## src/rtl/seq_comp.sv

```systemverilog
`default_nettype none
// =============================================================================
// seq_comp : chunk-serial magnitude comparator, MSB slice first, early exit.
// Rev 1.0 -- define SEQ_COMP_SIGNED_EN to add signed_mode (two's-complement).
// =============================================================================
module seq_comp #(
  parameter int WIDTH = 16,
  parameter int CHUNK = 4
) (
  input  logic             clk,
  input  logic             rst,
  input  logic             start,
  input  logic [WIDTH-1:0] a,
  input  logic [WIDTH-1:0] b,
`ifdef SEQ_COMP_SIGNED_EN
  input  logic             signed_mode,
`endif
  output logic             busy,
  output logic             done,
  output logic             L,
  output logic             E,
  output logic             S
);

  localparam int N    = WIDTH / CHUNK;
  localparam int IDXW = (N > 1) ? $clog2(N) : 1;
  localparam logic [IDXW-1:0] IDX_TOP = IDXW'(N - 1);

  typedef enum logic [1:0] {
    IDLE = 2'd0,
    RUN  = 2'd1,
    DONE = 2'd2
  } state_t;

  state_t           state_q;
  logic [WIDTH-1:0] a_q, b_q;
  logic [IDXW-1:0]  idx_q, idx_d;
  logic             busy_q, done_q, l_q, e_q, s_q;
`ifdef SEQ_COMP_SIGNED_EN
  logic             sm_q;
`endif

  logic [WIDTH-1:0] w_a_eff, w_b_eff;
  logic [CHUNK-1:0] w_sa, w_sb;

  // Flipping the sign bit of both operands maps two's-complement order onto
  // unsigned order, so the slice compare itself never changes.
  always_comb begin
    w_a_eff = a_q;
    w_b_eff = b_q;
`ifdef SEQ_COMP_SIGNED_EN
    w_a_eff[WIDTH-1] = a_q[WIDTH-1] ^ sm_q;
    w_b_eff[WIDTH-1] = b_q[WIDTH-1] ^ sm_q;
`endif
    w_sa = '0;
    w_sb = '0;
    for (int i = 0; i < N; i++) begin
      if (idx_q == IDXW'(i)) begin
        w_sa = w_a_eff[i*CHUNK +: CHUNK];
        w_sb = w_b_eff[i*CHUNK +: CHUNK];
      end
    end
  end

  assign idx_d = idx_q - IDXW'(1);

  always_ff @(posedge clk or posedge rst) begin
    if (rst) begin
      state_q <= IDLE;
      a_q     <= '0;
      b_q     <= '0;
      idx_q   <= '0;
      busy_q  <= 1'b0;
      done_q  <= 1'b0;
      l_q     <= 1'b0;
      e_q     <= 1'b0;
      s_q     <= 1'b0;
`ifdef SEQ_COMP_SIGNED_EN
      sm_q    <= 1'b0;
`endif
    end else begin
      case (state_q)
        IDLE: begin
          if (start) begin
            a_q     <= a;
            b_q     <= b;
`ifdef SEQ_COMP_SIGNED_EN
            sm_q    <= signed_mode;
`endif
            l_q     <= 1'b0;
            e_q     <= 1'b0;
            s_q     <= 1'b0;
            idx_q   <= IDX_TOP;
            busy_q  <= 1'b1;
            state_q <= RUN;
          end
        end
        RUN: begin
          if (w_sa > w_sb) begin
            l_q     <= 1'b1;
            busy_q  <= 1'b0;
            done_q  <= 1'b1;
            state_q <= DONE;
          end else if (w_sa < w_sb) begin
            s_q     <= 1'b1;
            busy_q  <= 1'b0;
            done_q  <= 1'b1;
            state_q <= DONE;
          end else if (idx_q == '0) begin
            e_q     <= 1'b1;
            busy_q  <= 1'b0;
            done_q  <= 1'b1;
            state_q <= DONE;
          end else begin
            idx_q   <= idx_d;
          end
        end
        DONE: begin
          done_q  <= 1'b0;
          state_q <= IDLE;
        end
        default: begin
          busy_q  <= 1'b0;
          done_q  <= 1'b0;
          state_q <= IDLE;
        end
      endcase
    end
  end

  assign busy = busy_q;
  assign done = done_q;
  assign L    = l_q;
  assign E    = e_q;
  assign S    = s_q;

endmodule
`default_nettype wire

```

## config.mk

```make
export PLATFORM = sky130hd
export DESIGN_NAME = seq_comp
export DESIGN_NICKNAME = d
export VERILOG_FILES = /design/src/rtl/seq_comp.sv
export SDC_FILE = /design/constraint.sdc
export NUM_CORES = 1
export LEC_CHECK = 0
export CAP_MARGIN = 20
export CORE_MARGIN = 2
export CORE_UTILIZATION = 55
export CTS_CLUSTER_DIAMETER = 60
export DETAILED_ROUTE_END_ITERATION = 8
export GPL_ROUTABILITY_DRIVEN = 0
export GPL_TIMING_DRIVEN = 0
export PLACE_DENSITY = 0.93
export REMOVE_ABC_BUFFERS = 1
export SYNTH_ARGS = -nofsm -noshare
export SYNTH_HDL_FRONTEND = slang
export SYNTH_SLANG_ARGS = --single-unit
```

## constraint.sdc

```tcl
create_clock -name clk -period 7.7 [get_ports clk]
set_input_delay 0.77 -clock clk [delete_from_list [all_inputs] [get_ports clk]]
set_output_delay 0.77 -clock clk [all_outputs]
set_load 0.01 [all_outputs]
```

==> results_dict.tcl, run 1 <==
set metrics [dict create \
    setup_violations 0 \
    grt_start_max_net_pins 42 \
    synth_top_family_by_area "simple AND/OR/NAND/NOR gates" \
    synth_compound_area_share_pct 13.6 \
    fin_crit_ns 3.00 \
    rsz0062_at_grt "no" \
    slew_violations 0 \
    stdcell_count 318 \
    drive_above_1_share_pct 5.88 \
    track_usage_pct 22.6 \
    placed_cells 308 \
    cap_viol_max_count 0 \
    finalSetupTns_ns 0 \
    cts_made_buffers 5 \
    final_common_cell "nand2_1" \
    seq_area_frac_synth_pct 51.7 \
    fin_nets 314 \
    htreeDepth 2 \
    die_x_um 64.1 \
    synth_seq_cells 41 \
    total_power_mw 0.896 \
    skew_ns 0.0124 \
    hold_path.class "register to register" \
    multiInputGateArea_sq_um 866 \
    seq_area_sq_um 1030 \
    cts_resized 0 \
    netlist_area_sq_um 1980 \
    relSlewSlack_pct 46.0 \
    tightest_slew_ns 0.809 \
    yosys_warnings 0 \
    hold_viol 0 \
    viasPerCell 5.14 \
    synth-xor-area-share_pct 0 \
    synthSimpleGateAreaFrac_pct 25.0 \
    ys.flop_type "dfrtp_1" \
    tritoncts "built" \
    cp_slowest_cell "dfrtp_1" \
    async_flop_share_pct 100 \
    fp-row-count 21 \
    worstPathArrival_ns 3.24 \
    synth-adder-area-share_pct 5.04 \
    drc_errors 0 \
    start_kind "register" \
    holdBufCountCts 0 \
    clockRootBuffer "clkbuf_4" \
    vdd_ir_drop_max_v 0.000171 \
    core_sq_um 3390 \
    fillers 232 \
    final_cell_mix "nand2_1 (104), dfrtp_1 (41), clkdlybuf4s50_1 (39)" \
    worstSkewPairLatency_ns 0.36 \
    end_kind "register" \
    dieHeight_um 64.1 \
    port_buffers 39 \
    netlist_instances 234 \
    cp_cell_sequence "inv_1, ha_1, and2b_1, a221o_1, o21ai_0, o21ai_0, ha_1, nand4_2, or2_4, o32a_1" \
    synth_edf_count 0 \
    final_antenna_net_count 0 \
    path_clk_slew_ns 0.10 \
    grt_pass1_vias 1638 \
    ios 40 \
    grt_remaining_overflow 0 \
    syn_avg_cell_area_sq_um 8.48 \
    dp.final_hpwl_um 2810 \
    clock_path_buffers 2 \
    detail_route.wl_per_cell_um 12.7 \
    post-route-util_pct 73.2 \
    diodes 0 \
    synth_mux_area_share_pct 0 \
    yosys.cell_types.count 27 \
    drt_iter0_markers 148 \
    finalCritPeriodShare_pct 39.0 \
    p_leak_nw 1.20 \
    cpPeakStageDelay_ns 0.43 \
    cts_sinks 41 \
    initial_core_util_pct 58.5 \
    first_pass_iters 4 \
    grt_pass1_wl_um 7160 \
    routed-via-count 1636 \
    whs_ns 0.489 \
    required_ns 7.94 \
    antenna_found_initial 0 \
    die-area_sq_um 4100 \
    cp_max_fo 14 \
    max_freq_ghz 0.333 \
    crit_type "register to register" \
    outcome "complete, no violations" \
    power.density_nw_per_um2 361 \
    post_cts_buffers 0 \
    routed_wl_um 4040 \
    area.growth.synth_to_final_pct 25.0 \
]
## through the flow
| stage | instance area (sq um) | worst slack (ns) |
|---|---|---|
| floorplan | 1930 | 5.07 |
| global placement | 2380 | 4.85 |
| detailed placement | 2380 | 4.72 |
| CTS | 2450 | 4.71 |
| global route | 2480 | 4.52 |
| finish | 2480 | 4.70 |
## cell families after synthesis
| family | after synthesis |
|---|---|
| buffers and inverters | 22 |
| AOI/OAI and AO/OA | 44 |
| DFF | 41 |
| adders and majority gates | 8 |
| and+or+nand+nor | 119 |
## critical path, delay by kind of cell (launching register included)
family / cells / cell delay [ns]
buffers and inverters: 1 / 0.10
adder cells (fa/ha/maj): 2 / 0.77
AND/OR/NAND/NOR: 3 / 0.71
flip-flops: 1 / 0.43
AO/OA/AOI/OAI: 4 / 0.87
## power breakdown
group	switching, mW	total, mW	internal (mW)	leakage, nW
clock	0.0675	0.120	0.0529	0.0413
combinational	0.233	0.407	0.174	0.663
sequential	0.0554	0.368	0.313	0.500
## state kept, by name, indices dropped and copies added (netlist names)
name     count
idx_q        2
state_q      2
E            1
b_q         16
S            1
busy         1
L            1
a_q         16
done         1
## synth_stat cells (2+ instances only)
library cell | n | area share, %
a21oi_1 | 12 | 3.0
a221o_1 | 2 | 1.0
a22oi_1 | 3 | 1.1
and2b_1 | 2 | 0.76
buf_2 | 8 | 2.0
clkbuf_1 | 3 | 0.57
dfrtp_1 | 41 | 52
ha_1 | 8 | 5.0
inv_1 | 11 | 2.1
nand2_1 | 104 | 20
nand3_1 | 2 | 0.50
nor2_1 | 2 | 0.38
nor2b_1 | 2 | 0.63
nor3_1 | 2 | 0.50
o21ai_0 | 20 | 5.0
## layer usage
layer | routed length, um | global-route usage [%]
met1 | 1900 | 30.0
met2 | 1900 | 35.3
met3 | 203 | 5.63
met4 | 39 | 9.78
met5 | 0 | 0
## area by class of cell
cell class | instances | area share (%)
flip-flops and latches | 41 | 41.4
multi-input cells | 171 | 34.9
repair buffers | 41 | 16.9
clock buffers | 7 | 2.62
well taps | 46 | 2.32
inverters | 11 | 1.66
clock inverters | 1 | 0.202
## final timing paths
check | slack (ns) | from | to | cells past startpoint
setup / recovery | 4.70 | idx_q[1]$_DFFE_PP0P_ | idx_q[0]$_DFFE_PP0P_ | 10
hold / removal | 0.49 | b_q[7]$_DFFE_PP0P_ | b_q[7]$_DFFE_PP0P_ | 2
setup reg to reg | 4.70 | idx_q[1]$_DFFE_PP0P_ | idx_q[0]$_DFFE_PP0P_ | 10
hold reg to reg | 0.49 | b_q[7]$_DFFE_PP0P_ | b_q[7]$_DFFE_PP0P_ | 2
max in group asynchronous | 6.31 | rst | b_q[14]$_DFFE_PP0P_ | 2
min in group asynchronous | 0.88 | rst | state_q[0]$_DFFE_PP0P_ | 2
Power figures use the tool's default switching activity.
==> run 2: changes to the inputs <==
Settings changed: CORE_UTILIZATION 55 to 51, PLACE_DENSITY 0.93 to 0.87.
Clock period 7.7 ns to 3.13 ns, I/O delays scaled along.
==> run 2 against run 1 <==
Net effect: first-iteration DRC count is 38% lower; non-clock buffer count unchanged; flip-flop and latch count did not move; fmax up 3.0%; largest power group unchanged.
==> results_dict.tcl, run 2 (synthesis gave the netlist of run 1 again) <==
set metrics [dict create \
    post_cts_buffers 0 \
    crit_family "compound AO/OA/AOI/OAI gates" \
    first_pass_iters 4 \
    dieHeight_um 66.4 \
    clockRootBuffer "clkbuf_8" \
    outcome "complete, no violations" \
    cap_viol_max_count 0 \
    cp_cell_sequence "inv_1, ha_1, and2b_1, a221o_1, o21ai_0, o21ai_0, ha_1, nand4_2, or2_4, o32a_1" \
    start_kind "register" \
    finalSetupTns_ns 0 \
    port_buffers 39 \
    ios 40 \
    hold_viol 0 \
    multiInputGateArea_sq_um 866 \
    grt_start_max_net_pins 42 \
    grt_remaining_overflow 0 \
    holdBufCountCts 0 \
    tritoncts "built" \
    top_regs "a_q: 16 flops, b_q: 16 flops" \
    detail_route.wl_per_cell_um 12.7 \
    viasPerCell 5.27 \
    p_leak_nw 1.21 \
    fp-row-count 22 \
    rsz0062_at_grt "no" \
    track_usage_pct 21.2 \
    grt_pass1_wl_um 6910 \
    fin_nets 314 \
    drt_iter0_markers 92 \
    dp.final_hpwl_um 2850 \
    die-area_sq_um 4410 \
    diodes 0 \
    slew_violations 0 \
    initial_core_util_pct 53.8 \
    routed_wl_um 4040 \
    drc_errors 0 \
    cp_max_fo 14 \
    tightest_slew_ns 0.842 \
    die_x_um 66.4 \
    area.growth.synth_to_final_pct 26.0 \
    clock_path_buffers 2 \
    grt_pass1_vias 1582 \
    antenna_found_initial 0 \
    setup_violations 0 \
    end_kind "register" \
    path_buf_inv 1 \
    seq_area_sq_um 1030 \
    worstPathArrival_ns 3.10 \
    cts_resized 0 \
    fillers 329 \
    fin_crit_ns 2.92 \
    drive_above_1_share_pct 5.17 \
    max_freq_ghz 0.343 \
    cts_made_buffers 5 \
    core_sq_um 3690 \
    final_common_cell "nand2_1" \
    cpPeakStageDelay_ns 0.45 \
    crit_type "register to register" \
    path_clk_slew_ns 0.07 \
    relSlewSlack_pct 43.8 \
    htreeDepth 2 \
    routed-via-count 1681 \
    worstSkewPairLatency_ns 0.29 \
    hold_path.class "register to register" \
    vdd_ir_drop_max_v 0.000451 \
    power.density_nw_per_um2 895 \
    final_cell_mix "nand2_1 (104), dfrtp_1 (41), clkdlybuf4s50_1 (39)" \
    skew_ns 0.00306 \
    cts_sinks 41 \
    total_power_mw 2.24 \
    final_antenna_net_count 0 \
    cp_slowest_cell "ha_1" \
    required_ns 3.31 \
    finalCritPeriodShare_pct 93.2 \
]
==> run 2: power breakdown <==
part / switching [mW] / leakage (nW) / internal (mW)
logic: 0.562 / 0.663 / 0.428
clock network: 0.168 / 0.0443 / 0.175
registers: 0.134 / 0.500 / 0.772
total: 0.864 / 1.21 / 1.37
==> run 2: cell type report <==
| type | instances | share of cell area [%] |
|---|---|---|
| clock buffer | 7 | 3.45 |
| inverter | 11 | 1.65 |
| timing repair buffer | 41 | 16.8 |
| multi-input combinational | 171 | 34.6 |
| sequential | 41 | 41.0 |
| tap | 48 | 2.40 |
==> run 2: final timing paths <==
kind	start	endpoint	slack, ns	depth (start not counted)
min in group asynchronous	rst	b_q[3]$_DFFE_PP0P_	0.51	2
worst min-delay path	done$_DFFE_PP0P_	done$_DFFE_PP0P_	0.48	1
worst min register to register	done$_DFFE_PP0P_	done$_DFFE_PP0P_	0.48	1
max in group asynchronous	rst	b_q[15]$_DFFE_PP0P_	2.09	2
worst max-delay path	idx_q[1]$_DFFE_PP0P_	idx_q[0]$_DFFE_PP0P_	0.21	10
worst max register to register	idx_q[1]$_DFFE_PP0P_	idx_q[0]$_DFFE_PP0P_	0.21	10
==> run 2: through the flow <==
step	setup WS [ns]	area, sq um	hold slack [ns]	utilization (%)	std cells
2_1_floorplan	0.498	1930	0.418	-	223
3_3_place_gp	0.278	2380	0.454	64.6	310
3_5_place_dp	0.224	2400	0.462	65.0	311
4_1_cts	0.226	2480	0.480	67.4	318
5_1_grt	0.0265	2500	0.489	67.8	319
6_report	0.213	2500	0.478	67.8	319
==> run 2: worst register-to-register path, cell delays in order (launching register included) <==
cell and delay, ns:
dfrtp_1 0.41, inv_1 0.09, ha_1 0.45, and2b_1 0.27, a221o_1 0.31, o21ai_0 0.07, o21ai_0 0.10, ha_1 0.33
nand4_2 0.12, or2_4 0.30, o32a_1 0.34
==> run 2: routing by layer <==
layer  global-route usage [%]  vias up  share of wire (%)
met5                        0        -                  0
met2                     33.9       38                 48
met1                     26.8      799                 46
met3                     4.94        8                4.1
li1                         -      836                  -
met4                     10.5        0                2.0
